### config.mk
export PLATFORM = sky130hd
export DESIGN_NAME = interrupt_controller
export DESIGN_NICKNAME = d
export VERILOG_FILES = /design/src/rtl/interrupt_controller.sv
export SDC_FILE = /design/constraint.sdc
export NUM_CORES = 1
export LEC_CHECK = 0
export ABC_CLOCK_PERIOD_IN_PS = 36300
export BUFFER_PORTS_ARGS = -buffer_cell sky130_fd_sc_hd__buf_2
export CAP_MARGIN = 5
export CELL_PAD_IN_SITES_DETAIL_PLACEMENT = 1
export CELL_PAD_IN_SITES_GLOBAL_PLACEMENT = 2
export CORE_UTILIZATION = 40
export DETAILED_ROUTE_END_ITERATION = 8
export PLACE_DENSITY = 0.84
export SYNTH_ARGS = -nofsm -noshare
export SYNTH_HDL_FRONTEND = slang
export SYNTH_SLANG_ARGS = --single-unit
### constraint.sdc
create_clock -name clk -period 36.3 [get_ports clk]
set_clock_uncertainty 0.2 [all_clocks]
set_input_delay 1.815 -clock clk [delete_from_list [all_inputs] [get_ports clk]]
set_output_delay 1.815 -clock clk [all_outputs]
set_load 0.1 [all_outputs]
### src/rtl/interrupt_controller.sv
// Priority interrupt controller: NUM_PHER level requests arbitrated by a
// software-programmed priority per line, one grant held until serviced.
// Optional feature macro: INTRP_MASK_EN adds a MASK register at addr NUM_PHER.
module interrupt_controller #(
  parameter int unsigned NUM_PHER   = 16,
  parameter int unsigned WIDTH      = 16,
  parameter int unsigned ADDR_WIDTH = 16
) (
  input  logic                  clk,
  input  logic                  rst,
  input  logic                  sel,
  input  logic                  enable,
  input  logic                  write,
  input  logic [ADDR_WIDTH-1:0] addr,
  input  logic [WIDTH-1:0]      wdata,
  output logic [WIDTH-1:0]      rdata,
  output logic                  ready,
  output logic                  error,
  input  logic [NUM_PHER-1:0]   int_valid,
  output logic                  intrp_valid,
  output logic [NUM_PHER-1:0]   pher_with_intrp,
  input  logic                  intrp_serviced
);

  localparam int unsigned IdxW = (NUM_PHER > 1) ? $clog2(NUM_PHER) : 1;

  typedef enum logic [1:0] {StIdle, StArb, StService} state_e;

  state_e state_q, state_d;

  logic [IdxW-1:0]     pri_q [NUM_PHER];
  logic [NUM_PHER-1:0] mask;
  logic [NUM_PHER-1:0] req;

  logic access;
  logic addr_is_pri;
  logic addr_is_mask;
  logic wdata_ok;
  logic pri_we;
  logic [IdxW-1:0] pri_idx;

  logic            win_found;
  logic [IdxW-1:0] win_pri;
  logic [IdxW-1:0] win_idx;
  logic            grant_load;
  logic            grant_clear;

  logic                intrp_valid_q;
  logic [NUM_PHER-1:0] pher_q;

  assign access      = sel & enable;
  assign ready       = access;
  assign addr_is_pri = (addr < ADDR_WIDTH'(NUM_PHER));
  assign wdata_ok    = (wdata < WIDTH'(NUM_PHER));
  assign pri_idx     = addr[IdxW-1:0];
  assign pri_we      = access & write & addr_is_pri & wdata_ok;

`ifdef INTRP_MASK_EN
  logic mask_we;
  logic [NUM_PHER-1:0] mask_q;

  assign addr_is_mask = (addr == ADDR_WIDTH'(NUM_PHER));
  assign mask_we      = access & write & addr_is_mask;
  assign mask         = mask_q;

  // Mask register; any write data is accepted.
  always_ff @(posedge clk or negedge rst) begin
    if (!rst) begin
      mask_q <= '0;
    end else if (mask_we) begin
      mask_q <= wdata[NUM_PHER-1:0];
    end
  end
`else
  assign addr_is_mask = 1'b0;
  assign mask         = '0;
`endif

  assign req = int_valid & ~mask;

  // Access decode: reject unmapped addresses and out-of-range priorities.
  always_comb begin
    error = 1'b0;
    if (access) begin
      if (addr_is_pri) begin
        error = write & ~wdata_ok;
      end else if (!addr_is_mask) begin
        error = 1'b1;
      end
    end
  end

  // Read mux; zero whenever no clean read is in progress.
  always_comb begin
    rdata = '0;
    if (access && !write && !error) begin
      if (addr_is_pri) begin
        rdata = WIDTH'(pri_q[pri_idx]);
      end else if (addr_is_mask) begin
        rdata = WIDTH'(mask);
      end
    end
  end

  // Priority registers.
  always_ff @(posedge clk or negedge rst) begin
    if (!rst) begin
      for (int i = 0; i < NUM_PHER; i++) begin
        pri_q[i] <= '0;
      end
    end else if (pri_we) begin
      pri_q[pri_idx] <= wdata[IdxW-1:0];
    end
  end

  // Arbiter: strict greater-than keeps the lowest index on a tie.
  always_comb begin
    win_found = 1'b0;
    win_pri   = '0;
    win_idx   = '0;
    for (int i = 0; i < NUM_PHER; i++) begin
      if (req[i] && (!win_found || (pri_q[i] > win_pri))) begin
        win_found = 1'b1;
        win_pri   = pri_q[i];
        win_idx   = IdxW'(i);
      end
    end
  end

  // FSM state register.
  always_ff @(posedge clk or negedge rst) begin
    if (!rst) begin
      state_q <= StIdle;
    end else begin
      state_q <= state_d;
    end
  end

  // FSM next state and grant control.
  always_comb begin
    state_d     = state_q;
    grant_load  = 1'b0;
    grant_clear = 1'b0;
    unique case (state_q)
      StIdle: begin
        if (|req) begin
          state_d = StArb;
        end
      end
      StArb: begin
        // Requests may have vanished since IDLE; fall back without a grant.
        if (win_found) begin
          grant_load = 1'b1;
          state_d    = StService;
        end else begin
          state_d = StIdle;
        end
      end
      StService: begin
        if (intrp_serviced) begin
          grant_clear = 1'b1;
          state_d     = StIdle;
        end
      end
      default: state_d = StIdle;
    endcase
  end

  // Grant registers, held stable for the whole service window.
  always_ff @(posedge clk or negedge rst) begin
    if (!rst) begin
      intrp_valid_q <= 1'b0;
      pher_q        <= '0;
    end else if (grant_load) begin
      intrp_valid_q <= 1'b1;
      pher_q        <= NUM_PHER'(win_idx);
    end else if (grant_clear) begin
      intrp_valid_q <= 1'b0;
    end
  end

  assign intrp_valid     = intrp_valid_q;
  assign pher_with_intrp = pher_q;

endmodule

==> flow_summary_export.csv, run 1 <==
group,metric,value,unit
finish,diodes,0,
detailed_routing,firstDrtPassIters,4,
critical_path,cp_max_fo,16,
critical_path,rr_worst_depth,109,
floorplanning,dieArea,0.0171,mm²
critical_path,critPathKind,"input port to flop",
critical_path,path_depth,110,
logic_synthesis,synth_seq_area_share,26.8,%
detailed_routing,detail_route.drc_violations,0,
logic_synthesis,yosysWarnings,0,
cts,clk_latency,0.34,ns
global_route,grt_pass1_vias,6060,
finish,fill_cells,1867,
global_route,track_usage,24.2,%
timing,max-slew-margin-rel,29.2,%
global_route,grt_pass1_wl,31600,µm
detailed_routing,drt-initial-drc-count,263,
logic_synthesis,synthDistinctLibCells,79,
detailed_routing,num_vias,5709,
timing,setup_viol,0,
pwr,powerDensity,40.3,mW/mm²
timing,fin_crit_sh,72.1,%
timing,timing.hold.ws,0.308,ns
critical_path,max_stage_delay,0.82,ns
critical_path,cp_slowest_cell,"a21oi_1",
logic_synthesis,synthTopCellsByCount,"71 x dfrtp_1, 69 x mux2_2, 52 x ha_1, 51 x inv_1, 45 x nand2_1",
floorplanning,die_w,131,µm
logic_synthesis,synth.avg_cell_area,9.71,µm²
worst_hold_path,hold_depth,1,
cts,post_cts_resized,0,
critical_path,cp_top_family,"compound AO/OA/AOI/OAI gates",
floorplanning,die_h,131,µm
worst_hold_path,min-delay-path-class,"flop to flop",
critical_path,rr_startpoint,"pri_q[60]",
timing,slew_viol_final,0,
logic_synthesis,async_flop_share,100,%
detailed_routing,wl_per_cell,20.6,µm
floorplanning,ios,89,
pwr,p_leak,3.44,nW
timing,hold_viol_final,0,
placed_design,hpwl,15600,µm
detailed_routing,m1WireLength,8440,µm
timing,timing.fmax,38.2,MHz
logic_synthesis,syn_inst,683,
floorplanning,core.rowCount,46,
detailed_routing,wl_met2,10400,µm
critical_path,arrival,26.20,ns
logic_synthesis,synthTopCellsByArea,"dfrtp_1 27%, mux2_2 12%, ha_1 9.8%, mux4_2 6.8%, inv_1 2.9%",
global_route,grt_overflow,0,
timing,period_needed,26.18,ns
cts,cts_buffer_depth,2,
floorplanning,core,0.0161,mm²
global_route,grt_antenna_before_repair,1,
global_route,grt_start_max_net_pins,72,
detailed_routing,viasPerCell,5.94,
run_status,outcome,"finished clean",
cts,cts_tree,"yes",
critical_path,cp_common_cell,"a21oi_1",
critical_path,r2r_slack,11.45,ns
detailed_routing,drt-total-wl,19800,µm
finish,final_nets,846,
critical_path,end_kind,"flop",
critical_path,cp-start-kind,"input port",
worst_hold_path,min_from,"state_q[1]",
timing,tns,0,ns
logic_synthesis,yosysTopAreaCellShare,26.8,%
detailed_routing,met3_length,488,µm
logic_synthesis,synth_edf_count,0,
timing,rsz0062_at_grt,"no",
placed_design,io_buffer_count,64,
finish,area_growth_syn_to_layout,11.3,%
worst_hold_path,hold_end,"state_q[0]",
floorplanning,start_util,41.3,%
timing,tightest_slew,1.06,ns
critical_path,r2r-end,"pher_with_intrp[3]",
placed_design,place.gp.congestion,0.912,
critical_path,cp.required,36.32,ns
cts,post-cts-setup-buffers,0,
logic_synthesis,synth_seq_cells,71,
cts,root_buffer,"clkbuf_16",
pwr,ir_drop,0.0461,mV
logic_synthesis,syn_area,0.00664,mm²
cts,clock-sinks,71,
finish,drive_gt1_share,26.8,%
logic_synthesis,yosysMostFrequentCell,"dfrtp_1",
cts,htree_num_levels,3,
logic_synthesis,yosys_most_used_dff,"dfrtp_1",
flow_run,maxCapViolations,0,
cts,cts-hold-fix-buffers,0,
critical_path,path_buf_inv,7,
cts,cts.clk_slew.worst_paths,0.06,ns
cts,cts_buffers,9,
detailed_routing,antenna_left,0,
detailed_routing,top_layer_used,"met5",
logic_synthesis,yosys.area.top_type,"dfrtp_1",
## placed cells by master, fill, tap and decap left out, types with 8 or more instances in the layout
cell	count
a21o_1	12
a21oi_1	38
a31oi_1	10
and2_1	10
and3_1	10
buf_2	64
clkbuf_16	9
conb_1	24
dfrtp_1	71
ha_1	52
inv_1	51
mux2_2	69
mux4_2	20
nand2_1	45
nand3_1	16
nor2_1	35
nor2b_1	14
nor4_1	8
o211a_1	8
o211ai_1	8
o21a_1	15
o21ai_0	25
o31ai_1	9
## final cells by class
cell class              count  area (µm²)  area share [%]
multi-input cells         542        4490            60.9
clock inverters             7        97.6            1.32
repair buffers             65         328            4.44
flip-flops and latches     71        1780            24.1
well taps                 216         270            3.66
clock buffers               9         225            3.05
inverters                  51         191            2.59
## kinds of logic after synthesis
kind of cell    share of synthesized area (%)
compound gates                           23.7
other cells                            0.0565
buf+inv                                  6.79
flops                                    26.8
simple gates                             13.6
fa+ha+maj                                9.81
mux                                      19.3
## worst max-delay path by stage
stage                       from                  to  slack (ns)
floorplan           int_valid[0]  pher_with_intrp[2]       13.56
global placement    int_valid[0]  pher_with_intrp[2]       10.94
detailed placement  int_valid[0]  pher_with_intrp[3]        9.90
CTS                 int_valid[0]  pher_with_intrp[3]       10.06
global route        int_valid[0]  pher_with_intrp[3]        8.05
finish              int_valid[0]  pher_with_intrp[3]       10.12
## metrics by stage
| stage | cells | setup slack [ns] | util (%) | area, µm² | total power, mW |
|---|---|---|---|---|---|
| 2_1_floorplan | 706 | 13.56 | - | 6720 | 0.179 |
| 3_3_place_gp | 945 | 10.94 | 44.0 | 7060 | 0.198 |
| 3_5_place_dp | 945 | 9.90 | 44.0 | 7060 | 0.203 |
| 4_1_cts | 961 | 10.06 | 46.0 | 7380 | 0.300 |
| 5_1_grt | 961 | 8.05 | 46.0 | 7380 | 0.313 |
| 6_report | 961 | 10.12 | 46.0 | 7380 | 0.298 |
## report_power, final
part           total, mW  internal [mW]  switching, mW
combinational      0.116         0.0350         0.0808
clock             0.0962         0.0603         0.0360
sequential        0.0858         0.0830        0.00276
total              0.298          0.178          0.120
## flip-flops by register name, summed over array words and instances, names as in the netlist
signal / flops
intrp_valid: 1
state_q: 2
pri_q: 64
pher_with_intrp: 4
## metal layers
| metal | up-vias | track usage, % |
|---|---|---|
| met1 | 2890 | 29.3 |
| met2 | 102 | 44.3 |
| met5 | - | 0 |
| li1 | 2685 | - |
| met4 | 2 | 7.30 |
| met3 | 30 | 3.18 |
(Power assumes the default switching activity.)
==> run 2: changes to the inputs <==
==> config.mk (replaced) <==
export PLATFORM = sky130hd
export DESIGN_NAME = interrupt_controller
export DESIGN_NICKNAME = d
export VERILOG_FILES = /design/src/rtl/interrupt_controller.sv
export SDC_FILE = /design/constraint.sdc
export NUM_CORES = 1
export LEC_CHECK = 0
export ABC_CLOCK_PERIOD_IN_PS = 21800
export BUFFER_PORTS_ARGS = -buffer_cell sky130_fd_sc_hd__buf_2
export CAP_MARGIN = 5
export CELL_PAD_IN_SITES_DETAIL_PLACEMENT = 1
export CELL_PAD_IN_SITES_GLOBAL_PLACEMENT = 2
export CORE_UTILIZATION = 34
export DETAILED_ROUTE_END_ITERATION = 8
export PLACE_DENSITY = 0.76
export SYNTH_ARGS = -nofsm -noshare
export SYNTH_HDL_FRONTEND = slang
export SYNTH_SLANG_ARGS = --single-unit
==> constraint.sdc (replaced) <==
create_clock -name clk -period 21.8 [get_ports clk]
set_clock_uncertainty 0.2 [all_clocks]
set_input_delay 1.09 -clock clk [delete_from_list [all_inputs] [get_ports clk]]
set_output_delay 1.09 -clock clk [all_outputs]
set_load 0.1 [all_outputs]
==> run 2 against run 1 <==
Net effect: cell count rose by 14%; highest routed layer unchanged; die area rose by 17%; combinational power increased by 130%; largest cell class unchanged; clock-buffer cell count is 3 higher; hold slack better by 0.0033 ns.
==> flow_summary_export.csv, run 2 (synthesis results as in run 1) <==
group,metric,value,unit
floorplanning,ios,89,
floorplanning,dieArea,0.0201,mm²
global_route,grt_overflow,0,
finish,final_nets,938,
detailed_routing,drt-initial-drc-count,246,
detailed_routing,firstDrtPassIters,4,
critical_path,rr_startpoint,"pri_q[60]",
critical_path,critPathKind,"input port to flop",
placed_design,place.gp.congestion,0.924,
finish,final_cell_mix,"83 x buf_4, 71 x dfrtp_1, 64 x mux2_2",
cts,cts-hold-fix-buffers,0,
detailed_routing,wl_per_cell,21.0,µm
critical_path,cp_slowest_cell,"mux2_2",
detailed_routing,antenna_left,0,
pwr,p_switching,0.221,mW
floorplanning,die_h,142,µm
placed_design,hpwl,16800,µm
timing,worst_slack,0.237,ns
global_route,grt_pass1_wl,34200,µm
finish,layout_commonest_cell,"buf_4",
critical_path,arrival,21.57,ns
detailed_routing,detail_route.drc_violations,0,
pwr,p_total,0.558,mW
floorplanning,start_util,35.1,%
floorplanning,core.rowCount,50,
cts,clk_latency,0.33,ns
pwr,p_leak,4.05,nW
run_status,outcome,"finished clean",
critical_path,cp.required,21.81,ns
pwr,comb_power_share,47.9,%
pwr,p_sw_share,39.6,%
global_route,grt_start_max_net_pins,72,
finish,regMostFlops,"pri_q",
timing,period_needed,21.56,ns
timing,tightest_slew,0.926,ns
critical_path,max_stage_delay,0.39,ns
critical_path,startpoint,"int_valid[0]",
timing,hold_viol_final,0,
finish,drive_gt1_share,49.3,%
flow_run,maxCapViolations,0,
timing,slew_viol_final,0,
detailed_routing,viasPerCell,5.65,
timing,setup_viol,0,
timing,timing.fmax,46.4,MHz
global_route,grt_antenna_before_repair,2,
worst_hold_path,min-delay-path-class,"flop to flop",
critical_path,cp-start-kind,"input port",
pwr,pwr-share-clk,26.4,%
detailed_routing,drt-total-wl,23000,µm
finish,area_growth_syn_to_layout,37.2,%
cts,cts_tree,"yes",
timing,fin_crit_sh,98.9,%
worst_hold_path,min_from,"state_q[0]",
critical_path,cp_common_cell,"a21oi_2",
pwr,internal_power,0.337,mW
placed_design,place_ws,-1.45,ns
cts,cts.clk_slew.worst_paths,0.06,ns
critical_path,cp_max_fo,8,
pwr,powerDensity,61.3,mW/mm²
placed_design,io_buffer_count,64,
cts,cts_buffers,9,
critical_path,end_kind,"flop",
global_route,grt_pass1_vias,6406,
finish,largest_reg_flops,64,
detailed_routing,num_vias,6197,
cts,cts_buffer_depth,2,
floorplanning,core,0.0189,mm²
cts,htree_num_levels,3,
pwr,ir_drop,0.0772,mV
timing,max-slew-margin-rel,38.3,%
cts,clock-sinks,71,
cts,root_buffer,"clkbuf_16",
timing,timing.hold.ws,0.311,ns
pwr,pwr-share-seq,25.7,%
timing,rsz0062_at_grt,"yes",
global_route,track_usage,21.7,%
floorplanning,die_w,142,µm
run 2: cell count changes in the layout (fill, tap and decap cells not counted), sizes merged:
cell	change
bufinv	-1
buf	+92
clkinvlp	-1
diode	+1
clkinv	-2
clkbuf	+3
run 2: timing repair:
item | in CTS | in global routing
gates resized for setup | 37 | 151
pin swaps | 21 | 106
setup buffers | 17 | 28
setup endpoints to repair | 4 | 4
run 2: worst paths after layout:
path	endpoint	cells after the start	slack [ns]
worst max-delay path	pher_with_intrp[3]	113	0.24
worst min-delay path	state_q[0]	1	0.31
worst max register to register	pher_with_intrp[3]	112	0.57
worst min register to register	state_q[0]	1	0.31
max in group asynchronous	pri_q[43]	2	20.01
min in group asynchronous	pri_q[58]	2	0.76
run 2: cell type report:
| type | count | area [µm²] |
|---|---|---|
| Fill cell | 2116 | 9790 |
| Multi-Input combinational cell | 542 | 5440 |
| Timing Repair Buffer | 157 | 1060 |
| Clock buffer | 12 | 256 |
| Sequential cell | 71 | 1780 |
| Antenna cell | 1 | 2.50 |
| Tap cell | 260 | 325 |
| Clock inverter | 3 | 42.5 |
| Inverter | 51 | 194 |
run 2: per-layer routing:
layer / vias up / GRT usage, % / share of wire [%]
met5: - / 0 / 0.057
met4: 2 / 7.81 / 2.6
met3: 39 / 2.02 / 2.4
met2: 113 / 38.3 / 53
met1: 3177 / 27.5 / 42
li1: 2866 / - / -
run 2: metrics by stage:
step	util, %	instances	TNS, ns	cell area, µm²
floorplan	-	706	0	6730
global placement	39.6	1037	-1.25	7490
detailed placement	39.6	1037	-5.34	7490
CTS	42.8	1069	0	8080
global route	48.2	1097	-2.39	9100
finish	48.2	1097	0	9100
run 2: critical path, delay by kind of cell:
kind                     cells  cell delay, ns
adder cells (fa/ha/maj)     15            4.16
buffers and inverters       12            1.47
multiplexers                 5            1.65
AND/OR/NAND/NOR             22            2.72
AO/OA/AOI/OAI               59           10.42
run 2: power by group through the flow:
stage	Sequential (mW)	Clock (mW)	Combinational, mW
floorplan	0.176	0	0.122
global placement	0.145	0	0.204
detailed placement	0.146	0	0.212
CTS	0.143	0.150	0.225
global route	0.144	0.154	0.285
finish	0.144	0.148	0.267
==> run 3: changes to the inputs <==
--- a/config.mk
+++ b/config.mk
@@ -13,6 +13,7 @@
 export CORE_UTILIZATION = 34
 export DETAILED_ROUTE_END_ITERATION = 8
 export PLACE_DENSITY = 0.76
+export RECOVER_POWER = 50
 export SYNTH_ARGS = -nofsm -noshare
 export SYNTH_HDL_FRONTEND = slang
 export SYNTH_SLANG_ARGS = --single-unit
==> run 3 against run 2 <==
Net effect: the flow now finishes with violations (max-capacitance violations, max-slew violations); largest cell class unchanged; register-to-register slack improved by 0.03 ns; critical endpoint unchanged; non-clock buffer count unchanged; combinational power about the same; clock-buffer cell count unchanged; cell area about the same; global-route usage unchanged; first-iteration DRC count decreased by 4.9%; hold slack about the same; sequential share of layout area about the same; die area unchanged.
==> flow_summary_export.csv, run 3 (synthesis results as in run 1) <==
group,metric,value,unit
pwr,pwr-share-seq,25.8,%
cts,cts.clk_slew.worst_paths,0.06,ns
pwr,p_sw_share,39.6,%
critical_path,arrival,21.55,ns
pwr,powerDensity,61.3,mW/mm²
critical_path,max_stage_delay,0.39,ns
critical_path,cp.required,21.81,ns
floorplanning,ios,89,
floorplanning,die_w,142,µm
detailed_routing,firstDrtPassIters,4,
pwr,p_leak,4.04,nW
critical_path,critPathKind,"input port to flop",
finish,final_cell_mix,"82 x buf_4, 71 x dfrtp_1, 64 x mux2_2",
pwr,pwr-share-clk,26.5,%
global_route,grt_antenna_before_repair,2,
placed_design,place_ws,-1.45,ns
worst_hold_path,hold_depth,1,
flow_run,maxCapViolations,1,
critical_path,cp_common_cell,"a21oi_2",
pwr,p_switching,0.221,mW
cts,cts_tree,"yes",
detailed_routing,wl_per_cell,21.0,µm
detailed_routing,viasPerCell,5.63,
cts,root_buffer,"clkbuf_16",
timing,slew_viol_final,72,
timing,rsz0062_at_grt,"yes",
cts,htree_num_levels,3,
detailed_routing,detail_route.drc_violations,0,
timing,period_needed,21.54,ns
cts,cts_buffers,9,
floorplanning,die_h,142,µm
critical_path,r2r_slack,0.60,ns
finish,utilization,48.1,%
detailed_routing,antenna_left,0,
placed_design,hpwl,16800,µm
floorplanning,core,0.0189,mm²
global_route,grt_pass1_wl,34200,µm
worst_hold_path,hold_end,"state_q[0]",
detailed_routing,drt-initial-drc-count,234,
placed_design,io_buffer_count,64,
timing,fin_crit_sh,98.8,%
worst_hold_path,min-delay-path-class,"flop to flop",
pwr,ir_drop,0.0769,mV
finish,regMostFlops,"pri_q",
detailed_routing,drt-total-wl,23000,µm
global_route,grt_pass1_vias,6406,
run_status,violations,"max-capacitance violations, max-slew violations",
floorplanning,core.rowCount,50,
run_status,outcome,"finished, violations left",
finish,layout_commonest_cell,"buf_4",
critical_path,rr_worst_depth,113,
timing,tns,0,ns
cts,clock-sinks,71,
critical_path,cp-start-kind,"input port",
pwr,internal_power,0.337,mW
timing,worst_slack,0.257,ns
critical_path,end_kind,"flop",
pwr,comb_power_share,47.8,%
global_route,grt_start_max_net_pins,72,
critical_path,cp_slowest_cell,"mux2_2",
global_route,track_usage,21.7,%
detailed_routing,num_vias,6180,
finish,area_growth_syn_to_layout,37.1,%
finish,largest_reg_flops,64,
critical_path,cp_max_fo,8,
critical_path,rr_startpoint,"pri_q[60]",
finish,drive_gt1_share,48.8,%
floorplanning,dieArea,0.0201,mm²
placed_design,place.gp.congestion,0.924,
timing,timing.fmax,46.4,MHz
critical_path,r2r-end,"pher_with_intrp[3]",
finish,final_nets,938,
timing,hold_viol_final,0,
global_route,grt_overflow,0,
cts,cts-hold-fix-buffers,0,
worst_hold_path,min_from,"state_q[0]",
cts,clk_latency,0.33,ns
timing,timing.hold.ws,0.310,ns
cts,cts_buffer_depth,2,
floorplanning,start_util,35.1,%
timing,setup_viol,0,
timing,tightest_slew,3.84,ns
timing,max-slew-margin-rel,-156,%
-- run 3: power by group through the flow --
stage,clock network [mW],logic [mW],registers [mW]
after floorplan,0,0.122,0.176
after global placement,0,0.204,0.145
after detailed placement,0,0.212,0.146
after CTS,0.150,0.225,0.143
after global routing,0.154,0.284,0.144
final,0.148,0.266,0.144
-- run 3: metrics by stage --
step	area (µm²)	total power, mW	cells
floorplan	6730	0.298	706
detailed placement	7490	0.357	1037
finish	9090	0.557	1097
global route	9090	0.583	1097
global placement	7490	0.349	1037
CTS	8080	0.518	1069
-- run 3: per-layer routing --
layer	GRT usage [%]	vias up	part of all wire, %
li1	-	2869	-
met1	27.5	3168	42
met3	2.02	37	2.3
met4	7.81	2	2.6
met5	0	-	0.056
met2	38.3	104	53
-- run 3: final cells by class --
class | instances | area, µm²
fill | 2117 | 9800
sequential | 71 | 1780
timing repair buffer | 157 | 1050
clock inverter | 3 | 42.5
antenna | 1 | 2.50
clock buffer | 12 | 256
multi-input combinational | 542 | 5440
tap | 260 | 325
inverter | 51 | 194
-- run 3: worst max-delay path, delay by kind of cell --
family	cells	cell delay, ns
buffers and inverters	12	1.47
AOI/OAI and AO/OA	59	10.51
adders and majority gates	15	4.03
muxes	5	1.65
and+or+nand+nor	23	2.73
-- run 3: worst max path at each step --
stage                             from            endpoint  slack (ns)  cells after the start
after floorplan           int_valid[0]  pher_with_intrp[2]        0.02                    114
after global placement    int_valid[0]  pher_with_intrp[2]       -0.42                    109
after detailed placement  int_valid[0]  pher_with_intrp[3]       -1.45                    109
after CTS                 int_valid[0]  pher_with_intrp[3]        0.02                    114
after global routing      int_valid[0]  pher_with_intrp[3]       -0.66                    118
final                     int_valid[0]  pher_with_intrp[3]        0.26                    114
-- run 3: what timing repair did --
action,in CTS,in global routing
buffers inserted,17,28
endpoints found under the setup margin,4,4
pin swaps,21,106
resized for setup,37,151
